`src/rtl/led_pkg.sv`:
```
// Shared defaults and types for the LED fade/PWM stage.
package led_pkg;

   localparam int unsigned LED_N_CH      = 4;
   localparam int unsigned LED_PWM_BITS  = 8;
   localparam int unsigned LED_FADE_DIV  = 24000;
   localparam int unsigned LED_FADE_STEP = 16;

   typedef logic [LED_PWM_BITS-1:0] level_t;

endpackage

```
`src/rtl/led_pwm_channel.sv`:
```
// One LED channel: brightness level with saturating fade, period-aligned duty
// shadow register, and the registered PWM compare.
module led_pwm_channel
   import led_pkg::*;
#(
   parameter int unsigned PWM_BITS  = LED_PWM_BITS,
   parameter int unsigned FADE_STEP = LED_FADE_STEP
) (
   input  logic                clk,
   input  logic                rst_n,
   input  logic                clr,
   input  logic                set,
   input  logic                fade_tick,
   input  logic                load,
   input  logic [PWM_BITS-1:0] pwm_cnt,
   output logic                led
);

   localparam logic [PWM_BITS-1:0] MAX  = '1;
   localparam logic [PWM_BITS-1:0] STEP = PWM_BITS'(FADE_STEP);

   logic [PWM_BITS-1:0] level;
   logic [PWM_BITS-1:0] duty;
   logic [PWM_BITS-1:0] level_dec;

   always_comb begin
      level_dec = '0;
      if (level > STEP) level_dec = level - STEP;
   end

   // duty only follows level at the end of a period, so a period never glitches
   always_ff @(posedge clk or negedge rst_n) begin
      if (!rst_n) begin
         level <= '0;
         duty  <= '0;
         led   <= 1'b0;
      end else if (clr) begin
         level <= '0;
         duty  <= '0;
         led   <= 1'b0;
      end else begin
         if (set)            level <= MAX;
         else if (fade_tick) level <= level_dec;
         if (load) duty <= level;
         led <= (duty == MAX) ? 1'b1 : (pwm_cnt < duty);
      end
   end

endmodule

```
`src/rtl/led_fade_pwm.sv`:
```
// LED pattern to PWM drive with comet-tail fade; owns the shared PWM and fade
// timebases and fans them out to one led_pwm_channel per LED.
module led_fade_pwm
   import led_pkg::*;
#(
   parameter int unsigned N_CH      = LED_N_CH,
   parameter int unsigned PWM_BITS  = LED_PWM_BITS,
   parameter int unsigned FADE_DIV  = LED_FADE_DIV,
   parameter int unsigned FADE_STEP = LED_FADE_STEP
) (
   input  logic            clk,
   input  logic            rst_n,
   input  logic            enable,
   input  logic [N_CH-1:0] pattern_in,
   output logic [N_CH-1:0] led_out,
   output logic            pwm_wrap
);

   localparam int unsigned         FADE_W    = $clog2(FADE_DIV);
   localparam logic [FADE_W-1:0]   FADE_LAST = FADE_W'(FADE_DIV - 1);
   localparam logic [PWM_BITS-1:0] PWM_MAX   = '1;

   logic [PWM_BITS-1:0] pwm_cnt;
   logic [FADE_W-1:0]   fade_cnt;
   logic                fade_tick;
   logic                load;
   logic                clr;

   always_comb begin
      fade_tick = (fade_cnt == FADE_LAST);
      load      = (pwm_cnt == PWM_MAX);
      clr       = ~enable;
   end

   always_ff @(posedge clk or negedge rst_n) begin
      if (!rst_n) begin
         pwm_cnt  <= '0;
         fade_cnt <= '0;
         pwm_wrap <= 1'b0;
      end else if (!enable) begin
         pwm_cnt  <= '0;
         fade_cnt <= '0;
         pwm_wrap <= 1'b0;
      end else begin
         pwm_cnt  <= pwm_cnt + 1'b1;
         fade_cnt <= fade_tick ? '0 : fade_cnt + 1'b1;
         pwm_wrap <= (pwm_cnt == '0);
      end
   end

   for (genvar i = 0; i < N_CH; i++) begin : g_ch
      led_pwm_channel #(
         .PWM_BITS  (PWM_BITS),
         .FADE_STEP (FADE_STEP)
      ) u_ch (
         .clk       (clk),
         .rst_n     (rst_n),
         .clr       (clr),
         .set       (pattern_in[i]),
         .fade_tick (fade_tick),
         .load      (load),
         .pwm_cnt   (pwm_cnt),
         .led       (led_out[i])
      );
   end

endmodule

```
`config.mk`:
```
export PLATFORM = sky130hd
export DESIGN_NAME = led_fade_pwm
export DESIGN_NICKNAME = d
export VERILOG_FILES = /design/src/rtl/led_pkg.sv /design/src/rtl/led_pwm_channel.sv /design/src/rtl/led_fade_pwm.sv
export SDC_FILE = /design/constraint.sdc
export NUM_CORES = 1
export LEC_CHECK = 0
export CAP_MARGIN = 15
export CORE_UTILIZATION = 45
export DETAILED_ROUTE_END_ITERATION = 10
export GPL_TIMING_DRIVEN = 0
export PLACE_DENSITY = 0.64
export REMOVE_ABC_BUFFERS = 1
export SETUP_SLACK_MARGIN = 0.3
export SLEW_MARGIN = 25
export SYNTH_ARGS = -nofsm -noshare
export SYNTH_HDL_FRONTEND = slang
export SYNTH_SLANG_ARGS = --single-unit
```
`constraint.sdc`:
```
create_clock -name clk -period 2.4 [get_ports clk]
set_clock_uncertainty 0.2 [all_clocks]
set_input_delay 0.48 -clock clk [delete_from_list [all_inputs] [get_ports clk]]
set_output_delay 0.48 -clock clk [all_outputs]
set_load 0.1 [all_outputs]
```
Word-level counts from Yosys, hierarchy flattened
Index checks and enable logic that the tools add are counted.
- flip-flop bits (word level): 92
- bits of input ports: 7
- $add $sub $neg: 6
- $lt $le $gt $ge: 8
- equal/unequal tests: 11
- muxes and demuxes: 36
- reduce and logical (&&, ||, !) cells: 1
- operators with widths (cell ; number):
    $mux W8 ; 25
    $eq A8 B8 Y1 const B ; 5
    $gt A8 B5 Y1 const B ; 4
    $lt A8 B8 Y1 ; 4
    $sub A8 B5 Y8 const B ; 4
    $mux W15 ; 2
    $add A15 B1 Y15 const B ; 1
    $eq A15 B15 Y1 const B ; 1
    $ne A3 B1 Y1 const B ; 4
    $mux W1 ; 9
    $add A8 B1 Y8 const B ; 1
    $logic_not A8 Y1 ; 1
    $ne A2 B1 Y1 const B ; 1

Depth between registers and ports, before layout
- depth after elaboration: 5
- gate-level depth with buffers: 7
- mapped depth without buffers: 6

Hierarchy
From an unflattened synthesis, not the netlist that was laid out.
- cells, all modules: 406
- area total of the unflattened synthesis: 3875.0 um^2
- modules (own cells, without submodules) (module ; instances ; cells an instance ; area an instance (um^2) ; sequential area each (um^2)):
    led_pwm_channel ; 4 ; 73 ; 680.7 ; 275.3
    led_fade_pwm ; 1 ; 114 ; 1152.4 ; 600.6

Least setup slack after synthesis
Ideal clock, no wire load.
- kind: flip-flop to flip-flop
- start: reg fade_cnt[0]
- end: reg g_ch[0].u_ch.level[6]
- setup time: 0.124 ns
- arrival time: 1.537 ns
- data required time: 2.076 ns
- setup slack: 0.539 ns
- stages on the path, launching flop included: 7
- buffers on the path: 1
- cells stage by stage: dfrtp_1 ha_1 and4_1 and4_4 buf_6 and4b_1 o31a_1
- longest elaborated chain between the ends: 2
- ends and longest elaborated chain (item ; line ; source):
    start: declaration ; led_fade_pwm.sv:24 ; logic [FADE_W-1:0] fade_cnt;
    start signal: assignment ; led_fade_pwm.sv:46 ; fade_cnt <= fade_tick ? '0 : fade_cnt + 1'b1;
    $eq A15 B15 Y1 ; led_fade_pwm.sv:30 ; fade_tick = (fade_cnt == FADE_LAST);
    $ne A3 B1 Y1 (no source line) ; -- ;
    end signal: assignment ; led_pwm_channel.sv:43 ; else if (fade_tick) level <= level_dec;
    end: declaration ; led_pwm_channel.sv:22 ; logic [PWM_BITS-1:0] level;
No other way between the ends.
A chain may end at the register's enable or synchronous reset.

Final worst setup path
- start: reg fade_cnt[1]
- end: reg g_ch[0].u_ch.level[6]
The elaborated chain is that of the path after synthesis.

==> impl_metrics.ini <==
[detailed_routing]
wl_um = 8947
wl_per_cell_um = 15.64
vias_per_cell = 5.647
postRouteAntennaNets = 0
vias = 3230
drt_iter0_drc = 102
drc_errors = 0
first_pass_iters = 4

[clocking]
cts_buffers = 9
h-tree-depth = 3
cts_tree = built
root_buffer = clkbuf_8
cts_buffer_depth = 2
clk_latency_ns = 0.34
clkTransAtPathRegs_ns = 0.07
clkSinkCount = 68

[global_routing]
antenna_found_initial = 0
grt_pass1_wl_um = 14460
grt_max_degree = 48
grt_pass1_vias = 3025
grt_usage_pct = 20.37
grt_overflow = 0

[logic_synthesis]
syn_area_um2 = 4016
synth_cell_types = 45
synth-seq-cells = 68
seq_area_frac_synth_pct = 42.37
ys_warn_count = 0
syn_inst = 441
synth.avg_cell_area_um2 = 9.107

[timing]
finalCritPeriodShare_pct = 83.99
finalSetupTns_ns = 0
slew_violations = 0
period_minus_slack_ns = 2.016
worst_slew_margin_rel_pct = 62.44
hold_violations = 0
holdWs_ns = 0.3419
setup_viol = 0
fin_ws_ns = 0.3842
rsz0062_at_grt = yes
fmax_mhz = 496.1
worst_pin_slew_ns = 0.5633

[critical_path]
worstSetupPathType = flop to flop
crit_fanout = 13
endpoint_kind = flop
critPathLaunchType = flop
arrival_ns = 2.04
cp.required_ns = 2.43

[floorplanning]
io_pins = 12
dieHeight_um = 96.48
die_area_um2 = 9307
fp.coreArea_um2 = 8678
die_x_um = 96.48
start_util_pct = 46.28
num_rows = 34

[final_layout]
drive_above_1_share_pct = 10.13
final_cell_mix = dfrtp_1 (65), nand2_1 (40), inv_1 (38), ha_1 (38), a21oi_1 (35)
mostFrequentLayoutCell = dfrtp_1
seq_area_um2 = 1705
fin_nets = 506
fill_cells = 830
stdcell_area_um2 = 4513
areaGrowthSynthToFinish_pct = 12.37
diodes = 0
multi_input_area_um2 = 2120

[placed_design]
placed_cell_area_um2 = 4170
globalplace.congestion = 0.7324
hpwl_um = 5403
place_ws_ns = -0.8167
place.port_buffers = 11

[worst_hold_path]
hp-class = flop to flop

[power]
ir_drop_v = 0.0002568
p_per_area_nw_per_um2 = 511.0
power_uw = 2306
p_leak_uw = 0.001914

[run_status]
outcome = completed

[run]
cap_violations = 0
sequential cells by signal (all words and copies together), names as in the netlist:
register,count
fade_cnt,15
pwm_cnt,8
g_ch.u_ch.level,20
pwm_wrap,1
g_ch.u_ch.led,4
g_ch.u_ch.duty,20
through the flow:
stage / std cells / util, %
2_1_floorplan: 420 / -
3_5_place_dp: 540 / 48.05
5_1_grt: 572 / 52.00
4_1_cts: 564 / 50.94
3_3_place_gp: 539 / 47.74
6_report: 572 / 52.00
metal layers:
metal / vias up / wire length, µm / track usage (%)
met5: - / 0 / 0
li1: 1608 / - / -
met1: 1569 / 4292 / 27.59
met3: 13 / 200 / 3.208
met2: 40 / 4287 / 32.51
met4: 0 / 167 / 8.333
critical path, stage by stage, from the launching register on:
cell     delay, ns
dfrtp_1       0.41
ha_2          0.21
and4_2        0.27
and4_2        0.31
and4b_1       0.23
o31a_1        0.27
kinds of logic (layout without fill, tap and decap cells):
family	count (synthesis)	after routing	synth area share (%)
flops	68	68	42.37
mux	1	1	0.2492
fa+ha+maj	39	39	12.15
buf+inv	60	79	6.604
simple gates	148	152	18.47
xor+xnor	16	16	3.489
compound gates	109	109	16.67
area by class of cell:
| class | instances | share of cell area, % |
|---|---|---|
| clock buffers | 12 | 2.994 |
| clock inverters | 3 | 0.3327 |
| inverters | 39 | 3.299 |
| multi-input cells | 317 | 46.96 |
| flip-flops and latches | 68 | 37.79 |
| well taps | 108 | 2.994 |
| repair buffers | 25 | 5.628 |
path summary, 6_finish.rpt:
check / from / endpoint / slack, ns / cells past startpoint
worst max register to register: fade_cnt[1] / g_ch[0].u_ch.level[6] / 0.38 / 5
max in group asynchronous: rst_n / g_ch[1].u_ch.level[5] / 1.08 / 3
min in group asynchronous: rst_n / g_ch[0].u_ch.duty[6] / 0.38 / 2
worst min-delay path: g_ch[0].u_ch.duty[7] / g_ch[0].u_ch.duty[7] / 0.34 / 2
worst min register to register: g_ch[0].u_ch.duty[7] / g_ch[0].u_ch.duty[7] / 0.34 / 2
worst max-delay path: fade_cnt[1] / g_ch[0].u_ch.level[6] / 0.38 / 5
report_power, final:
part / switching, µW / leakage (µW) / internal, µW
sequential: 48.1 / 0.000907 / 1190
combinational: 183 / 0.000927 / 102
clock: 422 / 0.0000800 / 365
synthesized netlist by cell type (all sizes together):
cell	instances	area [µm²]
a21boi	5	37.53
and2	1	6.260
nor3b	1	7.510
a2111oi	4	35.03
xnor2	11	96.34
nor2b	4	25.02
and4	3	28.78
and3	4	25.02
o21ai	32	160.2
nand4	7	43.79
o41ai	1	8.760
nor4	4	25.02
inv	39	146.4
buf	10	77.57
or3	3	18.77
a31oi	9	56.30
and4b	2	20.02
nor4b	1	8.760
ha	39	488.0
a2bb2oi	4	35.03
or4	1	7.510
o31a	9	78.83
nand4b	2	17.52
nand2b	6	37.54
clkbuf	11	41.29
xor2	5	43.79
a211oi	1	7.510
nor3	24	120.1
nor2	32	122.6
mux2i	1	10.01
o311a	3	30.03
a21oi	35	175.2
dfrtp	68	1702
nand2	40	150.1
o211ai	3	22.52
nand3	12	65.06
and4bb	1	12.51
o21a	3	22.52
repair_timing:
action	in CTS	in global routing
endpoints found under the hold margin	21	0
resized for setup	23	8
pin swaps	2	3
hold buffers	1	0
setup endpoints to repair	59	27
gates cloned	2	2
buffers inserted	6	6
Power figures use the tool's default switching activity.
